### config.mk
export PLATFORM = sky130hd
export DESIGN_NAME = rr_merge_sequencer32
export DESIGN_NICKNAME = d
export VERILOG_FILES = /design/src/rtl/rr_merge_sequencer32.sv
export SDC_FILE = /design/constraint.sdc
export NUM_CORES = 1
export LEC_CHECK = 0
export ABC_AREA = 1
export ABC_CLOCK_PERIOD_IN_PS = 6800
export BUFFER_PORTS_ARGS = -buffer_cell sky130_fd_sc_hd__buf_4
export CAP_MARGIN = 10
export CORE_MARGIN = 10
export CORE_UTILIZATION = 59
export CTS_BUF_LIST = sky130_fd_sc_hd__clkbuf_8 sky130_fd_sc_hd__clkbuf_16
export CTS_CLUSTER_SIZE = 25
export DETAILED_ROUTE_END_ITERATION = 6
export PLACE_DENSITY = 0.86
export SKIP_CTS_REPAIR_TIMING = 1
export SYNTH_ARGS = -nofsm -noshare
export SYNTH_HDL_FRONTEND = slang
export SYNTH_SLANG_ARGS = --single-unit
### constraint.sdc
create_clock -name clk -period 6.8 [get_ports clk]
set_clock_uncertainty 0.05 [all_clocks]
set_input_delay 1.7 -clock clk [delete_from_list [all_inputs] [get_ports clk]]
set_output_delay 1.7 -clock clk [all_outputs]
set_load 0.05 [all_outputs]
### src/rtl/rr_merge_sequencer32.sv
// Round-robin sequencer sharing one drive/free channel among 32 requesters.
// One owner at a time: IDLE picks, ISSUE pulses drive, WAIT holds grant until free or watchdog, DONE acks.
module rr_merge_sequencer32 #(
    parameter int TIMEOUT = 64,
    parameter int CNT_W   = 16
) (
    input  logic        clk,
    input  logic        rst,
    input  logic [31:0] i_req,
    input  logic        i_freeNext,
    output logic        o_driveNext,
    output logic [31:0] o_grant,
    output logic [4:0]  o_grantIdx,
    output logic [31:0] o_ack,
    output logic        o_timeout,
    output logic        o_busy
);

    typedef enum logic [1:0] {S_IDLE, S_ISSUE, S_WAIT, S_DONE} state_t;

    // Watchdog compare value; unused when TIMEOUT is 0.
    localparam logic [CNT_W-1:0] LIM = (TIMEOUT == 0) ? '0 : CNT_W'(TIMEOUT - 1);

    state_t           r_state, w_next;
    logic [4:0]       r_ptr;
    logic [4:0]       r_idx;
    logic [31:0]      r_grant;
    logic [CNT_W-1:0] r_cnt;
    logic             r_flag;

    logic             w_hit;
    logic [4:0]       w_sel;
    logic [4:0]       w_cand;
    logic             w_to;

    // Scanning downward leaves the lowest rotated offset from r_ptr as the winner.
    always_comb begin
        w_hit  = |i_req;
        w_sel  = r_ptr;
        w_cand = '0;
        for (int i = 31; i >= 0; i--) begin
            w_cand = r_ptr + 5'(i);
            if (i_req[w_cand]) w_sel = w_cand;
        end
    end

    assign w_to = (TIMEOUT != 0) && (r_cnt == LIM);

    always_comb begin
        w_next      = r_state;
        o_driveNext = 1'b0;
        o_ack       = '0;
        o_timeout   = 1'b0;
        o_busy      = 1'b1;
        o_grant     = r_grant;
        o_grantIdx  = r_idx;
        case (r_state)
            S_IDLE: begin
                o_busy = 1'b0;
                if (w_hit) w_next = S_ISSUE;
            end
            S_ISSUE: begin
                o_driveNext = 1'b1;
                w_next      = i_freeNext ? S_DONE : S_WAIT;
            end
            S_WAIT: begin
                if (i_freeNext || w_to) w_next = S_DONE;
            end
            S_DONE: begin
                o_ack     = r_grant;
                o_timeout = r_flag;
                w_next    = S_IDLE;
            end
            default: w_next = S_IDLE;
        endcase
    end

    always_ff @(posedge clk or posedge rst) begin
        if (rst) begin
            r_state <= S_IDLE;
            r_ptr   <= '0;
            r_idx   <= '0;
            r_grant <= '0;
            r_cnt   <= '0;
            r_flag  <= 1'b0;
        end else begin
            r_state <= w_next;
            case (r_state)
                S_IDLE: begin
                    if (w_hit) begin
                        r_grant <= 32'd1 << w_sel;
                        r_idx   <= w_sel;
                        r_flag  <= 1'b0;
                    end
                end
                S_ISSUE: r_cnt <= '0;
                S_WAIT: begin
                    r_cnt <= r_cnt + 1'b1;
                    // A free in the same cycle as expiry wins, so no abort flag.
                    if (!i_freeNext && w_to) r_flag <= 1'b1;
                end
                S_DONE: begin
                    r_ptr   <= r_idx + 5'd1;
                    r_grant <= '0;
                    r_idx   <= '0;
                    r_flag  <= 1'b0;
                end
                default: ;
            endcase
        end
    end

endmodule

== Word level (Yosys, flattened, before mapping) ==
Index checks and enable logic that the tools add are counted.

* Add/sub/neg operators: 33
* $lt $le $gt $ge: 32
* Equality and inequality tests: 7
* Shift-type cells: 1
* Muxes and demuxes: 112
* Reductions and logical operators: 11

{| class="wikitable"
|+ Operators by type and width
! cell !! number
|-
| $lt 5x6->1 const B || 32
|-
| $mux 5 || 33
|-
| $bmux 1 s5 || 32
|-
| $add 5x5->5 const B || 16
|-
| $mux 32 || 2
|-
| $pmux 32 s2 || 1
|-
| $add 5x4->5 const B || 8
|-
| $mux 1 || 38
|-
| $pmux 16 s2 || 1
|-
| $reduce_or 32->1 || 1
|-
| $shl 1x5->32 const A || 1
|-
| $add 5x3->5 const B || 4
|-
| $add 16x1->16 const B || 1
|-
| $eq 16x6->1 const B || 1
|-
| $add 5x1->5 const B || 2
|-
| $add 5x2->5 const B || 2
|-
| $pmux 5 s2 || 1
|-
| $pmux 2 s4 || 1
|-
| $ne 2x2->1 const B || 3
|-
| $eq 2x2->1 const B || 2
|-
| $mux 2 || 2
|-
| $reduce_and 2->1 || 2
|-
| $reduce_bool 2->1 || 2
|-
| $pmux 1 s3 || 1
|-
| 7 further kinds || 7
|}

* Bits in registers: 61
* Input bits: 35

== Logic depth before layout (Yosys ltp) ==
* Depth after elaboration: 38
* Gate-level depth with buffers: 56
* Gate-level depth less buffers: 50

== Worst setup path before layout ==
OpenSTA, ideal clock, no wires.

* Kind: reg2reg
* Start: reg r_ptr[1]
* End: reg r_grant[30] (netlist: o_grant[30])
* Setup time: 118 ps
* Arrival: 4,503 ps
* Required time: 6,632 ps
* Path slack: 2,129 ps
* Stages on the path, launching flop included: 54
* Period minus slack after synthesis: 4,671 ps
* Cell sequence: dfrtp_1 > buf_4 > inv_2 > buf_4 > buf_6 > clkbuf_1 > ha_1 > buf_2 > inv_1 > buf_2 > nand3_1 > nand3_1 > nand3_1 > nand3_1 > nand2_2 > a21oi_1 > nand2_1 > nand2_1 > [... 18 more ...] > nand2_1 > nand2_1 > nand2_1 > nand2_1 > nand2_1 > nand2_1 > nand2_1 > nand2_1 > nand2_1 > nand2_1 > nand2_1 > nand2_1 > nand2_2 > nand2_4 > nand2_4 > buf_6 > nand3_1 > nand2_1

* Word-level cells in the longest chain between the ends: 38
* Elaborated cells on any way between the ends: 130
* Those cells by class: add/sub (31); shift (1); mux (98)

{| class="wikitable"
|+ RTL lines
! what !! RTL line !! RTL
|-
| start, declared || 25 || <nowiki>logic [4:0] r_ptr;</nowiki>
|-
| start signal, assigned || 103 || <nowiki>r_ptr <= r_idx + 5'd1;</nowiki>
|-
| $add 5x5->5 || 42 || <nowiki>w_cand = r_ptr + 5'(i);</nowiki>
|-
| $bmux 1 s5 || 43 || <nowiki>if (i_req[w_cand]) w_sel = w_cand;</nowiki>
|-
| $mux 1 (implied by the code) || 43 ||
|-
| $mux 5 (31 in series) || 43 ||
|-
| $mux 5 * || 43 ||
|-
| $shl 1x5->32 * || 91 || <nowiki>r_grant <= 32'd1 << w_sel;</nowiki>
|-
| $mux 32 * || 90 || <nowiki>if (w_hit) begin</nowiki>
|-
| $pmux 32 s2 * || 88 || <nowiki>case (r_state)</nowiki>
|-
| end signal, assigned || 91 ||
|-
| end, declared || 27 || <nowiki>logic [31:0] r_grant;</nowiki>
|}

Every way passes the cells marked *; elsewhere a longest branch is shown, timed or not. The select of a mux whose other input is x is not followed.
A chain may end at the register's enable or synchronous reset.

== Final worst setup path ==
* Start: reg r_ptr[1]
* End: reg r_grant[17] (netlist: o_grant[17])

Same word-level chain as after synthesis.

==> metrics.csv <==
stage,metric,value,unit
worst_setup_path,cp_slowest_cell,inv_1,
synth,synth_edf_count,0,
synth,async_flop_share,100,%
layout,n_antenna_cell,0,
timing,maxSlewViolCount,0,
placement,dp_hpwl,20200,µm
synth,synth-main-ff-cell,dfrtp_1,
routing,first_pass_iters,6,
clocking,numClockSinks,61,
layout,drive_above_1_share,14.0,%
die,start_util,60.0,%
layout,area_growth,15.6,%
worst_setup_path,crit_path_max_incr_delay,0.53,ns
job,cap_viol_max_count,0,
routing,routed_wl,26300,µm
clocking,h-tree-depth,3,
worst_setup_path,path_max_fanout,31,
layout,multi_input_area,0.00485,mm²
die,core_area,0.0120,mm²
die,fp-row-count,40,
layout,fin_nets,1390,
synth,syn_nets,1306,
clocking,clk_pin_slew,0.05,ns
routing,drt-initial-drc-count,1173,
die,die_y,131,µm
timing,tns,0,ns
worst_setup_path,path_delay_family,simple AND/OR/NAND/NOR gates,
routing,drcViolationCount,0,
grt,grt_pass1_wl,41900,µm
synth,ys_types,44,
layout,layout.area.seq,0.00153,mm²
grt,grt_usage,31.0,%
worst_setup_path,cp-end-kind,flip-flop,
timing,period_share,83.9,%
grt,grt_pass1_vias,8190,
layout,fin_util,69.4,%
die,die_area,0.0170,mm²
clocking,cts_root_buf,clkbuf_16,
synth,yosys_warnings,0,
clocking,cts_tree,yes,
routing,via_per_inst,5.93,
worst_hold_path,hold_path.class,flip-flop to flip-flop,
worst_setup_path,critPathLaunchType,flip-flop,
worst_setup_path,crit_top_cell,nand2_1,
layout,fill_cells,1130,
grt,antenna_found_initial,0,
timing,min_period,5.71,ns
run_status,status,finished clean,
grt,overflow,0,
timing,setup_violations,0,
die,die_w,131,µm
timing,rsz0062_at_grt,no,
placement,portBuffers,106,
synth,avgSynthCellArea,5.76,µm²
worst_setup_path,timing_worst_setup_path_type,flip-flop to flip-flop,
grt,grt_max_degree,62,
worst_setup_path,critPathArrivalTime,5.93,ns
die,top_level_ports,107,
timing,fmax,175,MHz
synth,synth_cells,1251,
placement,place.gp.congestion,1.13,
timing,hold_violations,0,
worst_setup_path,worst-path-buf-inv,5,
clocking,clock_latency,0.34,ns
synth,synth-seq-area-share,21.2,%
synth,syn-cell-area,0.00721,mm²
clocking,numCtsBuffers,9,
timing,tightest_slew,1.12,ns
synth,ys_ff_latch,61,
timing,slew-limit-headroom,25.6,%
routing,dr_total_vias,8823,
clocking,cts_buffer_depth,2,
routing,wire_per_inst,17.7,µm
worst_setup_path,worstPathRequired,7.02,ns
routing,ant_nets,0,
==> final timing paths <==
kind                                    startpoint  slack [ns]  cells after the start                      end
min reg2reg                o_grant[24]$_DFFE_PP0P_        0.45                      2  o_grant[24]$_DFFE_PP0P_
min in group asynchronous                      rst        1.54                      3   o_grant[3]$_DFFE_PP0P_
max                           r_ptr[1]$_DFFE_PP0P_        1.09                     43  o_grant[17]$_DFFE_PP0P_
max reg2reg                   r_ptr[1]$_DFFE_PP0P_        1.09                     43  o_grant[17]$_DFFE_PP0P_
max in group asynchronous                      rst        4.65                      3     r_cnt[8]$_DFFE_PP0P_
min                        o_grant[24]$_DFFE_PP0P_        0.45                      2  o_grant[24]$_DFFE_PP0P_
==> logic make-up after synthesis <==
family                     synth area share, %
AOI/OAI and AO/OA                         12.7
xor gates and xnor gates                  3.23
DFF                                       21.2
and+or+nand+nor                           47.6
muxes                                    0.295
adders and majority gates                 3.47
buffers and inverters                     11.6
==> placed cells by master (no fill, tap or decap), types with 10 or more instances in the layout <==
cell | netlist | layout
a21oi_1 | 98 | 98
inv_1 | 144 | 144
xor2_1 | 10 | 10
inv_2 | 12 | 13
dfrtp_1 | 61 | 61
nand3_1 | 212 | 212
nand4_1 | 22 | 22
o21ai_0 | 33 | 33
ha_1 | 20 | 20
nand2_1 | 442 | 442
nor2_1 | 44 | 44
nor3_1 | 19 | 19
a31oi_1 | 11 | 11
buf_4 | 8 | 116
==> layer usage <==
layer | vias to the layer above | wire length [µm] | global-route usage, %
met5 | - | 0 | 0
met4 | 0 | 1300 | 16.0
met3 | 93 | 2910 | 7.57
met2 | 569 | 11500 | 47.1
met1 | 3899 | 10600 | 40.0
li1 | 4262 | - | -
==> per-stage QoR <==
stage / instances / hold WS [ns] / worst slack [ns] / instance area [µm²]
2_1_floorplan: 1251 / 0.406 / 2.13 / 7210
3_3_place_gp: 1471 / 0.433 / 1.35 / 8020
3_5_place_dp: 1471 / 0.440 / 1.27 / 8020
4_1_cts: 1487 / 0.453 / 1.25 / 8340
5_1_grt: 1487 / 0.485 / 0.552 / 8340
6_report: 1487 / 0.455 / 1.09 / 8340
==> cell type report <==
type,instances,share of cell area [%]
clock inverters,7,1.10
multi-input cells,990,58.2
repair buffers,116,10.4
flip-flops and latches,61,18.3
well taps,147,2.21
clock buffers,9,2.70
inverters,157,7.07
==> sequential cells by signal, summed over array words and instances, names as in the netlist <==
name / cells
r_state: 2
o_grant: 32
o_grantIdx: 5
r_flag: 1
r_cnt: 16
r_ptr: 5
==> synth_stat cells (12+ instances only) <==
master   instances  area share [%]
a21oi_1         98             6.8
buf_2           15             1.0
dfrtp_1         61              21
ha_1            20             3.5
inv_1          144             7.5
inv_2           12            0.62
nand2_1        442              23
nand3_1        212              15
nand4_1         22             1.9
nor2_1          44             2.3
nor3_1          19             1.3
o21ai_0         33             2.3
==> tightest hold or removal path: cells and delay by family (launching register included) <==
kind	cells	cell delay [ns]
flip-flops	1	0.35
AND/OR/NAND/NOR	2	0.12
Power is left out: the tool's default activity adds up to more than one toggle a clock period on the data nets, which glitch-free logic cannot reach.
